File: src/rtl/pic_pkg.sv
// Shared types and constants for the pic interrupt-acknowledge path.
// Latency: n/a (declarations only).
// Backpressure: n/a.
package pic_pkg;

    // Sequencer states, in the order a normal acknowledge walks them.
    typedef enum logic [2:0] {
        IDLE      = 3'd0,
        ACK1      = 3'd1,
        GAP       = 3'd2,
        ACK2      = 3'd3,
        DELIVER   = 3'd4,
        INSERVICE = 3'd5,
        EOI_WR    = 3'd6
    } pic_state_e;

    // Register-bus select codes.
    localparam logic [1:0] PIC_CMD_SELECT = 2'd0;
    localparam logic [1:0] PIC_VEC_SELECT = 2'd1;

    // Command bytes understood by the pic; the sequencer only issues EOI.
    localparam logic [7:0] PIC_EOI_CMD       = 8'h20;
    localparam logic [7:0] PIC_SPEC_EOI_BASE = 8'h60;
    localparam logic [7:0] PIC_READ_IRR      = 8'h0A;
    localparam logic [7:0] PIC_READ_ISR      = 8'h0B;

    // Width of every pulse/gap counter.
    localparam int PIC_CNT_W = 4;

    // Counter load value for a phase lasting 'cycles' clocks.
    function automatic logic [PIC_CNT_W-1:0] pic_cnt_load(input int cycles);
        return PIC_CNT_W'(cycles - 1);
    endfunction

endpackage

File: src/rtl/pic_ack_sequencer_sync_bit.sv
// Multi-flop synchronizer for a single asynchronous level.
// Latency: STAGES clocks from d_i to q_o.
// Backpressure: none; free-running.
module sync_bit #(
    parameter int STAGES = 2
) (
    input  logic clk,
    input  logic reset,
    input  logic d_i,
    output logic q_o
);

    if (STAGES < 1 || STAGES > 3) begin : g_bad_stages
        $fatal(1, "sync_bit: STAGES must be 1..3");
    end

    logic [STAGES-1:0] sync_q;

    // Shift the input through the chain; all flops clear on reset.
    always_ff @(posedge clk or posedge reset) begin
        if (reset) begin
            sync_q <= '0;
        end else begin
            sync_q[0] <= d_i;
            for (int i = 1; i < STAGES; i++) begin
                sync_q[i] <= sync_q[i-1];
            end
        end
    end

    assign q_o = sync_q[STAGES-1];

endmodule

File: src/rtl/pic_ack_sequencer.sv
// CPU-side pic controller: two-pulse intack, vector read/handoff, EOI write.
// Latency: int_in to intack SYNC_STAGES+2 clocks; ACK1/GAP/ACK2 then vector.
// Backpressure: vector held in DELIVER until vec_ready; EOI waits on eoi_req.
module pic_ack_sequencer
    import pic_pkg::*;
#(
    parameter int         ACK_CYCLES  = 2,
    parameter int         GAP_CYCLES  = 1,
    parameter int         SYNC_STAGES = 2,
    parameter logic [1:0] VEC_SELECT  = PIC_VEC_SELECT,
    parameter logic [1:0] CMD_SELECT  = PIC_CMD_SELECT,
    parameter logic [7:0] EOI_CMD     = PIC_EOI_CMD
) (
    input  logic       clk,
    input  logic       reset,
    input  logic       int_in,
    input  logic       irq_enable,
    output logic       intack,
    output logic [1:0] pic_select,
    output logic       pic_readwrite,
    output logic       pic_oe,
    output logic [7:0] pic_wdata,
    input  logic [7:0] pic_rdata,
    output logic [7:0] vec,
    output logic       vec_valid,
    input  logic       vec_ready,
    input  logic       eoi_req,
    output logic       eoi_done,
    output logic       spurious,
    output logic       busy
);

    if (ACK_CYCLES < 1 || ACK_CYCLES > 15) begin : g_bad_ack
        $fatal(1, "pic_ack_sequencer: ACK_CYCLES must be 1..15");
    end
    if (GAP_CYCLES < 1 || GAP_CYCLES > 15) begin : g_bad_gap
        $fatal(1, "pic_ack_sequencer: GAP_CYCLES must be 1..15");
    end
    if (SYNC_STAGES < 1 || SYNC_STAGES > 3) begin : g_bad_sync
        $fatal(1, "pic_ack_sequencer: SYNC_STAGES must be 1..3");
    end

    localparam logic [PIC_CNT_W-1:0] ACK_LOAD = pic_cnt_load(ACK_CYCLES);
    localparam logic [PIC_CNT_W-1:0] GAP_LOAD = pic_cnt_load(GAP_CYCLES);

    logic int_s;

    sync_bit #(
        .STAGES (SYNC_STAGES)
    ) u_int_sync (
        .clk   (clk),
        .reset (reset),
        .d_i   (int_in),
        .q_o   (int_s)
    );

    pic_state_e           state_q;
    logic [PIC_CNT_W-1:0] cnt_q;
    logic                 go_q;
    logic                 intack_q;
    logic [1:0]           select_q;
    logic                 readwrite_q;
    logic                 oe_q;
    logic [7:0]           wdata_q;
    logic [7:0]           vec_q;
    logic                 vec_valid_q;
    logic                 eoi_done_q;
    logic                 spurious_q;
    logic                 busy_q;

    // Sequencer FSM; every output is a flop loaded alongside the state so
    // outputs always describe the state being entered.  go_q registers the
    // IDLE start decision so the launch is one clean clock after int_s.
    always_ff @(posedge clk or posedge reset) begin
        if (reset) begin
            state_q     <= IDLE;
            cnt_q       <= '0;
            go_q        <= 1'b0;
            intack_q    <= 1'b0;
            select_q    <= 2'd0;
            readwrite_q <= 1'b1;
            oe_q        <= 1'b0;
            wdata_q     <= 8'h00;
            vec_q       <= 8'h00;
            vec_valid_q <= 1'b0;
            eoi_done_q  <= 1'b0;
            spurious_q  <= 1'b0;
            busy_q      <= 1'b0;
        end else begin
            eoi_done_q <= 1'b0;
            spurious_q <= 1'b0;
            case (state_q)
                IDLE: begin
                    if (go_q) begin
                        go_q     <= 1'b0;
                        state_q  <= ACK1;
                        cnt_q    <= ACK_LOAD;
                        intack_q <= 1'b1;
                        busy_q   <= 1'b1;
                    end else begin
                        go_q <= int_s & irq_enable;
                    end
                end
                ACK1: begin
                    if (!int_s) begin
                        // Request withdrawn before the pic latched it.
                        state_q    <= IDLE;
                        intack_q   <= 1'b0;
                        busy_q     <= 1'b0;
                        spurious_q <= 1'b1;
                    end else if (cnt_q == '0) begin
                        state_q  <= GAP;
                        cnt_q    <= GAP_LOAD;
                        intack_q <= 1'b0;
                    end else begin
                        cnt_q <= cnt_q - 1'b1;
                    end
                end
                GAP: begin
                    if (cnt_q == '0) begin
                        state_q  <= ACK2;
                        cnt_q    <= ACK_LOAD;
                        intack_q <= 1'b1;
                        select_q <= VEC_SELECT;
                    end else begin
                        cnt_q <= cnt_q - 1'b1;
                    end
                end
                ACK2: begin
                    if (cnt_q == '0) begin
                        // Last pulse cycle: the pic is driving the vector now.
                        state_q     <= DELIVER;
                        vec_q       <= pic_rdata;
                        vec_valid_q <= 1'b1;
                        intack_q    <= 1'b0;
                        select_q    <= 2'd0;
                    end else begin
                        cnt_q <= cnt_q - 1'b1;
                    end
                end
                DELIVER: begin
                    if (vec_ready) begin
                        state_q     <= INSERVICE;
                        vec_valid_q <= 1'b0;
                    end
                end
                INSERVICE: begin
                    if (eoi_req) begin
                        state_q     <= EOI_WR;
                        oe_q        <= 1'b1;
                        readwrite_q <= 1'b0;
                        select_q    <= CMD_SELECT;
                        wdata_q     <= EOI_CMD;
                    end
                end
                EOI_WR: begin
                    state_q     <= IDLE;
                    oe_q        <= 1'b0;
                    readwrite_q <= 1'b1;
                    select_q    <= 2'd0;
                    wdata_q     <= 8'h00;
                    eoi_done_q  <= 1'b1;
                    busy_q      <= 1'b0;
                end
                default: begin
                    state_q     <= IDLE;
                    intack_q    <= 1'b0;
                    select_q    <= 2'd0;
                    readwrite_q <= 1'b1;
                    oe_q        <= 1'b0;
                    wdata_q     <= 8'h00;
                    vec_valid_q <= 1'b0;
                    busy_q      <= 1'b0;
                end
            endcase
        end
    end

    assign intack        = intack_q;
    assign pic_select    = select_q;
    assign pic_readwrite = readwrite_q;
    assign pic_oe        = oe_q;
    assign pic_wdata     = wdata_q;
    assign vec           = vec_q;
    assign vec_valid     = vec_valid_q;
    assign eoi_done      = eoi_done_q;
    assign spurious      = spurious_q;
    assign busy          = busy_q;

endmodule
File: config.mk
export PLATFORM = sky130hd
export DESIGN_NAME = pic_ack_sequencer
export DESIGN_NICKNAME = d
export VERILOG_FILES = /design/src/rtl/pic_pkg.sv /design/src/rtl/pic_ack_sequencer_sync_bit.sv /design/src/rtl/pic_ack_sequencer.sv
export SDC_FILE = /design/constraint.sdc
export NUM_CORES = 1
export LEC_CHECK = 0
export CAP_MARGIN = 20
export CELL_PAD_IN_SITES_DETAIL_PLACEMENT = 1
export CELL_PAD_IN_SITES_GLOBAL_PLACEMENT = 2
export CORE_ASPECT_RATIO = 0.7
export CORE_UTILIZATION = 29
export DETAILED_ROUTE_END_ITERATION = 8
export PLACE_DENSITY = 0.75
export SETUP_SLACK_MARGIN = 0.1
export SYNTH_ARGS = -nofsm -noshare
export SYNTH_HDL_FRONTEND = slang
export SYNTH_SLANG_ARGS = --single-unit
File: constraint.sdc
create_clock -name clk -period 2.8 [get_ports clk]
set_clock_uncertainty 0.05 [all_clocks]
set_input_delay 0.42 -clock clk [delete_from_list [all_inputs] [get_ports clk]]
set_output_delay 0.42 -clock clk [all_outputs]
set_load 0.05 [all_outputs]
After elaboration in Yosys (flattened, before gate mapping)
Index checks and enable logic that the tools add are counted.
{"block": "word_totals", "register_bits": 35, "in_bits": 14, "out_inout_bits": 25}
{"block": "op_classes", "addsub": 1, "n_eq_ne": 15, "mux": 37, "bitwise": 6, "reduce_logical": 16}
{"cell": "$mux 3", "n": 7}
{"cell": "$mux 4", "n": 5}
{"cell": "$pmux 3 s6", "n": 1}
{"cell": "$pmux 4 s4", "n": 1}
{"cell": "$pmux 8 s2", "n": 1}
{"cell": "$ne 2x2->1 const B", "n": 7}
{"cell": "$mux 1", "n": 12}
{"cell": "$reduce_or 5->1", "n": 2}
{"cell": "$eq 3x3->1 const B", "n": 3}
{"cell": "$reduce_and 3->1", "n": 3}
{"cell": "$mux 8", "n": 1}
{"cell": "$pmux 2 s4", "n": 1}
{"cell": "$reduce_and 4->1", "n": 2}
{"cell": "$eq 3x2->1 const B", "n": 2}
{"cell": "$mux 2", "n": 3}
{"cell": "$pmux 1 s3", "n": 2}
{"cell": "$reduce_and 6->1", "n": 1}
{"cell": "$reduce_or 3->1", "n": 2}
{"cell": "$not 1->1", "n": 5}
{"cell": "$pmux 1 s5", "n": 1}
{"cell": "$logic_not 4->1", "n": 1}
{"cell": "$pmux 1 s2", "n": 2}
{"cell": "$reduce_and 2->1", "n": 2}
{"cell": "$reduce_bool 4->1", "n": 1}
{"cell": "other kinds (7)", "n": 7}

Longest topological paths before layout
Gate-level depths: netlist (run 1).
{"block": "logic_depth", "ltp_word": 4, "mapped_depth": 7, "depth_no_buf": 6}

Modules after synthesis
Synthesis (run 1) repeated with hierarchy kept, for this count alone.
{"block": "unflattened", "cells_unflattened": 123, "hier_area_um2": 1288.7}
{"module": "pic_ack_sequencer", "n_inst": 1, "cells_each": 120, "area_per_inst_um2": 1234.9, "seq_area_each_um2": 601.8}
{"module": "sync_bit", "n_inst": 1, "cells_each": 3, "area_per_inst_um2": 53.8, "seq_area_each_um2": 50.0}

Least setup slack after synthesis (run 1)
Ideal clock, no wire load.
{"block": "synth_path", "kind": "flip-flop to flip-flop", "startpoint": "reg cnt_q[0]", "endpoint": "reg vec_q[0], in the netlist vec[0]", "setup_ns": 0.125, "arrival_time_ns": 1.795, "path_slack_ns": 0.830, "stages_incl_launch_ff": 7, "n_path_buf": 1, "synth_period_minus_slack_ns": 1.970, "path_cell_list": "dfrtp_1 > inv_1 > ha_1 > or3b_1 > buf_2 > nor3_4 > mux2_2"}
{"block": "synth_between", "elab_chain_cells": 2}
{"item": "start: declaration", "line": "pic_ack_sequencer.sv:58", "rtl": "logic [PIC_CNT_W-1:0] cnt_q;"}
{"item": "start signal: assignment", "line": "pic_ack_sequencer.sv:116", "rtl": "cnt_q <= cnt_q - 1'b1;"}
{"item": "start signal: assignment", "line": "pic_ack_sequencer.sv:126", "rtl": "cnt_q <= cnt_q - 1'b1;"}
{"item": "start signal: assignment", "line": "pic_ack_sequencer.sv:138", "rtl": "cnt_q <= cnt_q - 1'b1;"}
{"item": "$logic_not 4->1", "line": "pic_ack_sequencer.sv:130", "rtl": "if (cnt_q == '0) begin"}
{"item": "$reduce_and 2->1 (no source line)"}
{"item": "end signal: assignment", "line": "pic_ack_sequencer.sv:133", "rtl": "vec_q <= pic_rdata;"}
{"item": "end: declaration", "line": "pic_ack_sequencer.sv:65", "rtl": "logic [7:0] vec_q;"}
No other way between the ends.
A chain may end at the register's enable or synchronous reset.

Worst setup path after layout (run 1)
{"block": "layout_path", "startpoint": "reg cnt_q[0]", "endpoint": "reg vec_q[4], in the netlist vec[4]"}
The elaborated chain is that of the path after synthesis.

==> results of run 1 <==
[worst register-to-register path, delay by kind of cell, from the launching register on]
kind,cells,cell delay (ps)
simple gates,2,990
fa+ha+maj,1,160
buf+inv,1,90
flops,1,430
mux,1,390
[sequential cells by signal, summed over array words and instances, names as in the netlist, 2 cells and up]
name / count
cnt_q: 4
vec: 8
state_q: 3
u_int_sync.sync_q: 2
[how the worst max path moves through the flow]
stage | endpoint | depth (start not counted) | slack [ps] | from
2_1_floorplan | vec[0] | 6 | 830 | cnt_q[0]
3_3_place_gp | state_q[2] | 5 | 670 | vec_ready
3_5_place_dp | vec[4] | 5 | 600 | cnt_q[0]
4_1_cts | vec[4] | 5 | 580 | cnt_q[0]
5_1_grt | vec[7] | 5 | 430 | cnt_q[0]
6_report | vec[4] | 5 | 580 | cnt_q[0]
[stage by stage]
stage / hold WS, ps / worst slack (ps)
4_1_cts: 314.2 / 582.8
6_report: 308.3 / 583.5
3_5_place_dp: 292.4 / 601.4
5_1_grt: 326.6 / 431.2
2_1_floorplan: 281.2 / 830.2
3_3_place_gp: 285.6 / 672.2
[power by group]
part | switching [W] | total [W] | internal [W]
clock network | 0.000124 | 0.000226 | 0.000102
logic | 0.00100 | 0.00162 | 0.000621
registers | 0.000174 | 0.000712 | 0.000538
[layout make-up]
| type | instances | share of cell area, % |
|---|---|---|
| Inverter | 9 | 1.786 |
| Multi-Input combinational cell | 105 | 39.35 |
| Timing Repair Buffer | 34 | 17.46 |
| Sequential cell | 26 | 34.46 |
| Clock buffer | 4 | 2.381 |
| Tap cell | 69 | 4.564 |
[per-layer routing]
metal,vias up,track usage (%),wire length [um]
li1,574,-,-
met1,618,21.51,1777
met2,25,23.17,1773
met3,2,3.303,138
met4,0,1.815,16
met5,-,0,0
[cells by family (layout without fill, tap and decap cells)]
logic type      after synthesis  count (layout)  synth area share (%)
other cells                   1               8                0.2481
mux                          12              12                 8.692
simple gates                 44              44                 16.97
flops                        26              26                 43.13
buf+inv                      27              47                 9.354
fa+ha+maj                     5               5                 4.139
compound gates               36              36                 17.47
[cell usage after synthesis (all sizes together)]
| cell | n | share of area, % |
|---|---|---|
| a211oi | 1 | 0.50 |
| a21boi | 1 | 0.50 |
| a21oi | 11 | 3.6 |
| a221oi | 1 | 1.7 |
| a22o | 1 | 0.58 |
| a22oi | 1 | 0.50 |
| a31oi | 1 | 0.41 |
| a32o | 3 | 2.0 |
| and2 | 1 | 0.58 |
| and2b | 1 | 0.58 |
| buf | 16 | 6.6 |
| clkbuf | 2 | 0.50 |
| conb | 1 | 0.25 |
| dfrtp | 25 | 41 |
| dfstp | 1 | 1.7 |
| ha | 5 | 4.1 |
| inv | 9 | 2.2 |
| mux2 | 9 | 6.7 |
| mux2i | 3 | 2.0 |
| nand2 | 10 | 2.5 |
| nand2b | 2 | 0.83 |
| nand3 | 2 | 0.66 |
| nand3b | 1 | 0.50 |
| nor2 | 9 | 2.2 |
| nor2b | 2 | 0.83 |
| nor3 | 9 | 3.7 |
| nor3b | 1 | 1.2 |
| nor4 | 1 | 0.41 |
| nor4b | 2 | 1.2 |
| o211ai | 1 | 0.50 |
| o21ai | 7 | 2.3 |
| o22a | 1 | 0.58 |
| o22ai | 1 | 0.41 |
| o31ai | 3 | 1.5 |
| o32a | 1 | 0.66 |
| o32ai | 1 | 1.1 |
| o41ai | 1 | 0.58 |
| or3b | 1 | 0.58 |
| or4 | 1 | 0.50 |
| or4b | 1 | 0.66 |
==> summary.json, run 1 <==
{
  "max_cap_violations": {"value": 0},
  "reg2reg_slack": {"value": 580, "unit": "ps"},
  "final_cell_count_without_fillers": {"value": 247},
  "floorplan.die_area": {"value": 5509, "unit": "um^2"},
  "holdPathStages": {"value": 0},
  "clockBufferDepth": {"value": 2},
  "vias": {"value": 1219},
  "slowest_delay": {"value": 540, "unit": "ps"},
  "synthesis.area_per_instance": {"value": 10.01, "unit": "um^2"},
  "tightest_slew": {"value": 623.7, "unit": "ps"},
  "floorplan.die.width": {"value": 88.29, "unit": "um"},
  "pin_count": {"value": 39},
  "yosys_warnings": {"value": 0},
  "dpl.hpwl": {"value": 2733, "unit": "um"},
  "cp.required": {"value": 2920, "unit": "ps"},
  "post_cts.repair.setup_buffers": {"value": 0},
  "rr_worst_depth": {"value": 5},
  "floorplan.core_area": {"value": 4887, "unit": "um^2"},
  "vdd.ir_drop.worst": {"value": 525.5, "unit": "uV"},
  "fin_crit_sh": {"value": 79.16, "unit": "%"},
  "status": {"value": "complete, no violations"},
  "vias_per_cell": {"value": 4.935},
  "finalPower": {"value": 0.002560, "unit": "W"},
  "final_cell_mix": {"value": "clkdlybuf4s50_1 (30), dfrtp_1 (25), a21oi_1 (11)"},
  "tns": {"value": 0, "unit": "ps"},
  "detail_route.first_pass.iterations": {"value": 4},
  "gr-usage-all-layers": {"value": 14.85, "unit": "%"},
  "ys_seq_area_share": {"value": 43.13, "unit": "%"},
  "number_of_antenna_violations_at_the_first_check_in_global_routing": {"value": 0},
  "final_design_area_no_fill": {"value": 1892, "unit": "um^2"},
  "timing.hold.worst.start": {"value": "u_int_sync.sync_q[0]"},
  "detailed_place.area": {"value": 1847, "unit": "um^2"},
  "drt-initial-drc-count": {"value": 74},
  "ratio_of_total_power_to_cell_area": {"value": 1353, "unit": "nW/um^2"},
  "final_setup_violation_count": {"value": 0},
  "finalMaxSlewViolations": {"value": 0},
  "initial_core_util": {"value": 30.93, "unit": "%"},
  "worstReg2RegEnd": {"value": "vec[4]"},
  "hold_violations": {"value": 0},
  "final_nets": {"value": 198},
  "critPathArrivalTime": {"value": 2330, "unit": "ps"},
  "worst_hold_path_type": {"value": "reg -> reg"},
  "power_leakage": {"value": 0.7846, "unit": "nW"},
  "path_buf_inv": {"value": 1},
  "grt_pass1_wl": {"value": 6423, "unit": "um"},
  "ant_nets": {"value": 0},
  "worst-path-max-fanout": {"value": 9},
  "fillers": {"value": 576},
  "post-route-min-period": {"value": 2217, "unit": "ps"},
  "area.sequential": {"value": 651.9, "unit": "um^2"},
  "die-height": {"value": 62.40, "unit": "um"},
  "routed_wirelength": {"value": 3706, "unit": "um"},
  "io_buffers": {"value": 30},
  "first_global_vias": {"value": 1296},
  "multi_input_comb_area": {"value": 744.5, "unit": "um^2"},
  "pin_count_of_the_biggest_net_entering_global_routing": {"value": 27},
  "clk_pin_slew": {"value": 90, "unit": "ps"},
  "dp_cells": {"value": 243},
  "ctsRootBufferMaster": {"value": "clkbuf_8"},
  "syn_inst": {"value": 151},
  "cts_inserted_buffers": {"value": 3},
  "global_route_total_overflow": {"value": 0},
  "cts_resized": {"value": 0},
  "critPathCaptureType": {"value": "flop"},
  "final_common_cell": {"value": "clkdlybuf4s50_1"},
  "place_congestion": {"value": 0.7061},
  "synth_to_final_area_change": {"value": 25.17, "unit": "%"},
  "numClockSinks": {"value": 26},
  "worst_skew_pair.late_latency": {"value": 270, "unit": "ps"},
  "post-route-util": {"value": 38.71, "unit": "%"},
  "cpMaxStageDelayCell": {"value": "or3b_1"},
  "cts_hold_buf": {"value": 0},
  "setup.worst_path.class": {"value": "reg -> reg"},
  "cts_tree": {"value": "done"},
  "reg2reg_from": {"value": "cnt_q[0]"},
  "yosys_reg_bits": {"value": 26},
  "drive_above_1_share": {"value": 12.92, "unit": "%"},
  "netlist_area": {"value": 1511, "unit": "um^2"},
  "detail_route.drc_violations": {"value": 0},
  "fmax": {"value": 451.2, "unit": "MHz"},
  "antenna_cells": {"value": 0},
  "synth_cell_types": {"value": 43},
  "whs_endpoint": {"value": "u_int_sync.sync_q[1]"},
  "ctsHtreeMaxLevel": {"value": 1},
  "rows": {"value": 21},
  "routed_len_inst": {"value": 15.00, "unit": "um"},
  "crit_path_start_kind": {"value": "flop"},
  "relSlewSlack": {"value": 58.17, "unit": "%"},
  "cp_top_family": {"value": "simple AND/OR/NAND/NOR gates"},
  "timing.critical_path.cells": {"value": "inv_1, ha_1, or3b_1, nor3_4, mux2_2"},
  "grt_setup_unrepaired": {"value": "false"}
}
Note: power is estimated with default switching activity, not from simulation.
==> run 2, diff against run 1 <==
--- a/config.mk
+++ b/config.mk
@@ -9,9 +9,9 @@
 export CELL_PAD_IN_SITES_DETAIL_PLACEMENT = 1
 export CELL_PAD_IN_SITES_GLOBAL_PLACEMENT = 2
 export CORE_ASPECT_RATIO = 0.7
-export CORE_UTILIZATION = 29
+export CORE_UTILIZATION = 27
 export DETAILED_ROUTE_END_ITERATION = 8
-export PLACE_DENSITY = 0.75
+export PLACE_DENSITY = 0.73
 export SETUP_SLACK_MARGIN = 0.1
 export SYNTH_ARGS = -nofsm -noshare
 export SYNTH_HDL_FRONTEND = slang
==> constraint.sdc (replaced) <==
create_clock -name clk -period 2 [get_ports clk]
set_clock_uncertainty 0.05 [all_clocks]
set_input_delay 0.3 -clock clk [delete_from_list [all_inputs] [get_ports clk]]
set_output_delay 0.3 -clock clk [all_outputs]
set_load 0.05 [all_outputs]
==> run 2 against run 1 <==
Against the previous run: count of clock-buffer cells in the layout shrank 1; sequential power rose by 39%; sequential cell count stayed put; critical path depth rose by 2; first-iteration DRC count increased by 5.4%; cell count increased by 11%; combinational power grew 72%; worst setup slack lost 490 ps; non-clock buffer count up 24; sequential share of layout area is 4.3 points lower; power increased by 65%; critical endpoint is now cnt_q[1].
==> summary.json, run 2 (synthesis results as in run 1) <==
{
  "ant_nets": {"value": 0},
  "worst_skew_pair.late_latency": {"value": 280, "unit": "ps"},
  "drt-initial-drc-count": {"value": 78},
  "final_setup_violation_count": {"value": 0},
  "cts_tree": {"value": "done"},
  "vdd.ir_drop.worst": {"value": 556.1, "unit": "uV"},
  "floorplan.die.width": {"value": 91.43, "unit": "um"},
  "detail_route.drc_violations": {"value": 0},
  "relSlewSlack": {"value": 64.69, "unit": "%"},
  "critPathArrivalTime": {"value": 2060, "unit": "ps"},
  "tightest_slew": {"value": 528.1, "unit": "ps"},
  "dpl_worst_slack": {"value": -27.22, "unit": "ps"},
  "final_nets": {"value": 222},
  "critPathCaptureType": {"value": "flop"},
  "clockBufferDepth": {"value": 2},
  "vias_per_cell": {"value": 4.814},
  "place_congestion": {"value": 0.7791},
  "routed_len_inst": {"value": 15.88, "unit": "um"},
  "grt_pass1_wl": {"value": 7203, "unit": "um"},
  "largest_reg_flops": {"value": 8},
  "fmax": {"value": 525.0, "unit": "MHz"},
  "status": {"value": "complete, no violations"},
  "post-route-min-period": {"value": 1905, "unit": "ps"},
  "power_leakage": {"value": 0.9400, "unit": "nW"},
  "tns": {"value": 0, "unit": "ps"},
  "setup.worst_path.class": {"value": "reg -> reg"},
  "initial_core_util": {"value": 28.45, "unit": "%"},
  "antenna_cells": {"value": 0},
  "ctsRootBufferMaster": {"value": "clkbuf_8"},
  "worst_setup_margin": {"value": 95.06, "unit": "ps"},
  "final_cell_mix": {"value": "clkdlybuf4s50_1 (29), buf_4 (26), dfrtp_1 (22)"},
  "ctsHtreeMaxLevel": {"value": 1},
  "hold_violations": {"value": 0},
  "cp.required": {"value": 2150, "unit": "ps"},
  "floorplan.core_area": {"value": 5313, "unit": "um^2"},
  "clk_pin_slew": {"value": 100, "unit": "ps"},
  "floorplan.die_area": {"value": 5906, "unit": "um^2"},
  "finalMaxSlewViolations": {"value": 0},
  "dpl.hpwl": {"value": 3090, "unit": "um"},
  "synth_to_final_area_change": {"value": 43.96, "unit": "%"},
  "reg2reg_from": {"value": "cnt_q[1]"},
  "finalPower": {"value": 0.004231, "unit": "W"},
  "cts_inserted_buffers": {"value": 3},
  "worst_hold_path_type": {"value": "in -> async"},
  "pin_count": {"value": 39},
  "number_of_antenna_violations_at_the_first_check_in_global_routing": {"value": 0},
  "reg2reg_slack": {"value": 100, "unit": "ps"},
  "final_common_cell": {"value": "clkdlybuf4s50_1"},
  "grt_setup_unrepaired": {"value": "true"},
  "die-height": {"value": 64.60, "unit": "um"},
  "worst-path-max-fanout": {"value": 3},
  "rows": {"value": 22},
  "fin_crit_sh": {"value": 95.25, "unit": "%"},
  "pin_count_of_the_biggest_net_entering_global_routing": {"value": 16},
  "routed_wirelength": {"value": 4352, "unit": "um"},
  "gr-usage-all-layers": {"value": 15.49, "unit": "%"},
  "global_route_total_overflow": {"value": 0},
  "first_global_vias": {"value": 1396},
  "vias": {"value": 1319},
  "ratio_of_total_power_to_cell_area": {"value": 1945, "unit": "nW/um^2"},
  "crit_path_start_kind": {"value": "flop"},
  "io_buffers": {"value": 30},
  "worstReg2RegEnd": {"value": "cnt_q[1]"},
  "fillers": {"value": 619},
  "detail_route.first_pass.iterations": {"value": 4},
  "rr_worst_depth": {"value": 7},
  "max_cap_violations": {"value": 0},
  "drive_above_1_share": {"value": 29.70, "unit": "%"},
  "numClockSinks": {"value": 26}
}
-- run 2: changes by cell type in the layout (fill, tap and decap cells not counted), moves of 3 or more --
cell | before | now
dfrtp_2 | 0 | 3
buf_4 | 4 | 26
inv_1 | 9 | 6
mux2_4 | 0 | 7
dfrtp_1 | 25 | 22
inv_2 | 0 | 3
mux2_2 | 9 | 2
-- run 2: layer usage --
layer | track usage [%] | up-vias | part of all wire [%]
li1 | - | 622 | -
met1 | 19.83 | 668 | 46
met2 | 27.44 | 25 | 50
met3 | 2.582 | 4 | 2.9
met4 | 3.571 | 0 | 0.97
met5 | 0 | - | 0
-- run 2: final cells by class --
| type | count | area (um^2) | area share [%] |
|---|---|---|---|
| multi-input combinational | 105 | 797.0 | 36.63 |
| clock buffer | 3 | 41.29 | 1.898 |
| sequential | 26 | 655.6 | 30.13 |
| inverter | 9 | 33.78 | 1.553 |
| timing repair buffer | 58 | 528.0 | 24.27 |
| clock inverter | 1 | 30.03 | 1.380 |
| tap | 72 | 90.09 | 4.140 |
-- run 2: per-stage QoR --
step / cell area, um^2 / hold slack, ps / utilization (%) / std cells
after global routing: 2176 / 278.8 / 40.96 / 274
after CTS: 2105 / 253.1 / 39.61 / 269
after global placement: 1981 / 284.8 / 37.28 / 262
final: 2176 / 247.8 / 40.96 / 274
after floorplan: 1543 / 281.2 / - / 158
after detailed placement: 1981 / 289.7 / 37.28 / 262
-- run 2: repair_timing --
| action | CTS | global route |
|---|---|---|
| pin swaps | 2 | 4 |
| buffers inserted | 3 | 5 |
| setup endpoints to repair | 15 | 13 |
| hold buffers | 0 | 0 |
| endpoints found under the hold margin | 0 | 0 |
| gates resized for setup | 11 | 12 |
-- run 2: how the worst max path moves through the flow --
stage	end	from	slack, ps	cells after the start
final	cnt_q[1]	cnt_q[1]	100	7
after floorplan	vec[0]	cnt_q[0]	80	6
after global placement	state_q[2]	vec_ready	-20	5
after detailed placement	cnt_q[3]	cnt_q[1]	-30	6
after global routing	cnt_q[3]	state_q[1]	30	6
after CTS	cnt_q[1]	cnt_q[1]	100	7
-- run 2: report_power, final --
group          internal (W)  total [W]  leakage (nW)  switching, W
Sequential         0.000760   0.000989         0.319      0.000228
Combinational       0.00121    0.00279         0.586       0.00158
Clock              0.000268   0.000451        0.0357      0.000183
-- run 2: worst max-delay path: stages, from the launching register on --
cell and delay (ps):
dfrtp_1 400, inv_2 70, ha_4 160, nor3b_4 150, buf_6 130, a221oi_4 310
or4b_1 460, o21ai_1 100
==> run 3, diff against run 2 <==
--- a/config.mk
+++ b/config.mk
@@ -13,6 +13,7 @@
 export DETAILED_ROUTE_END_ITERATION = 8
 export PLACE_DENSITY = 0.73
 export SETUP_SLACK_MARGIN = 0.1
+export SLEW_MARGIN = 20
 export SYNTH_ARGS = -nofsm -noshare
 export SYNTH_HDL_FRONTEND = slang
 export SYNTH_SLANG_ARGS = --single-unit
==> results of run 3 <==
Same layout as run 2: the final DEF is identical, and so are final timing and power.
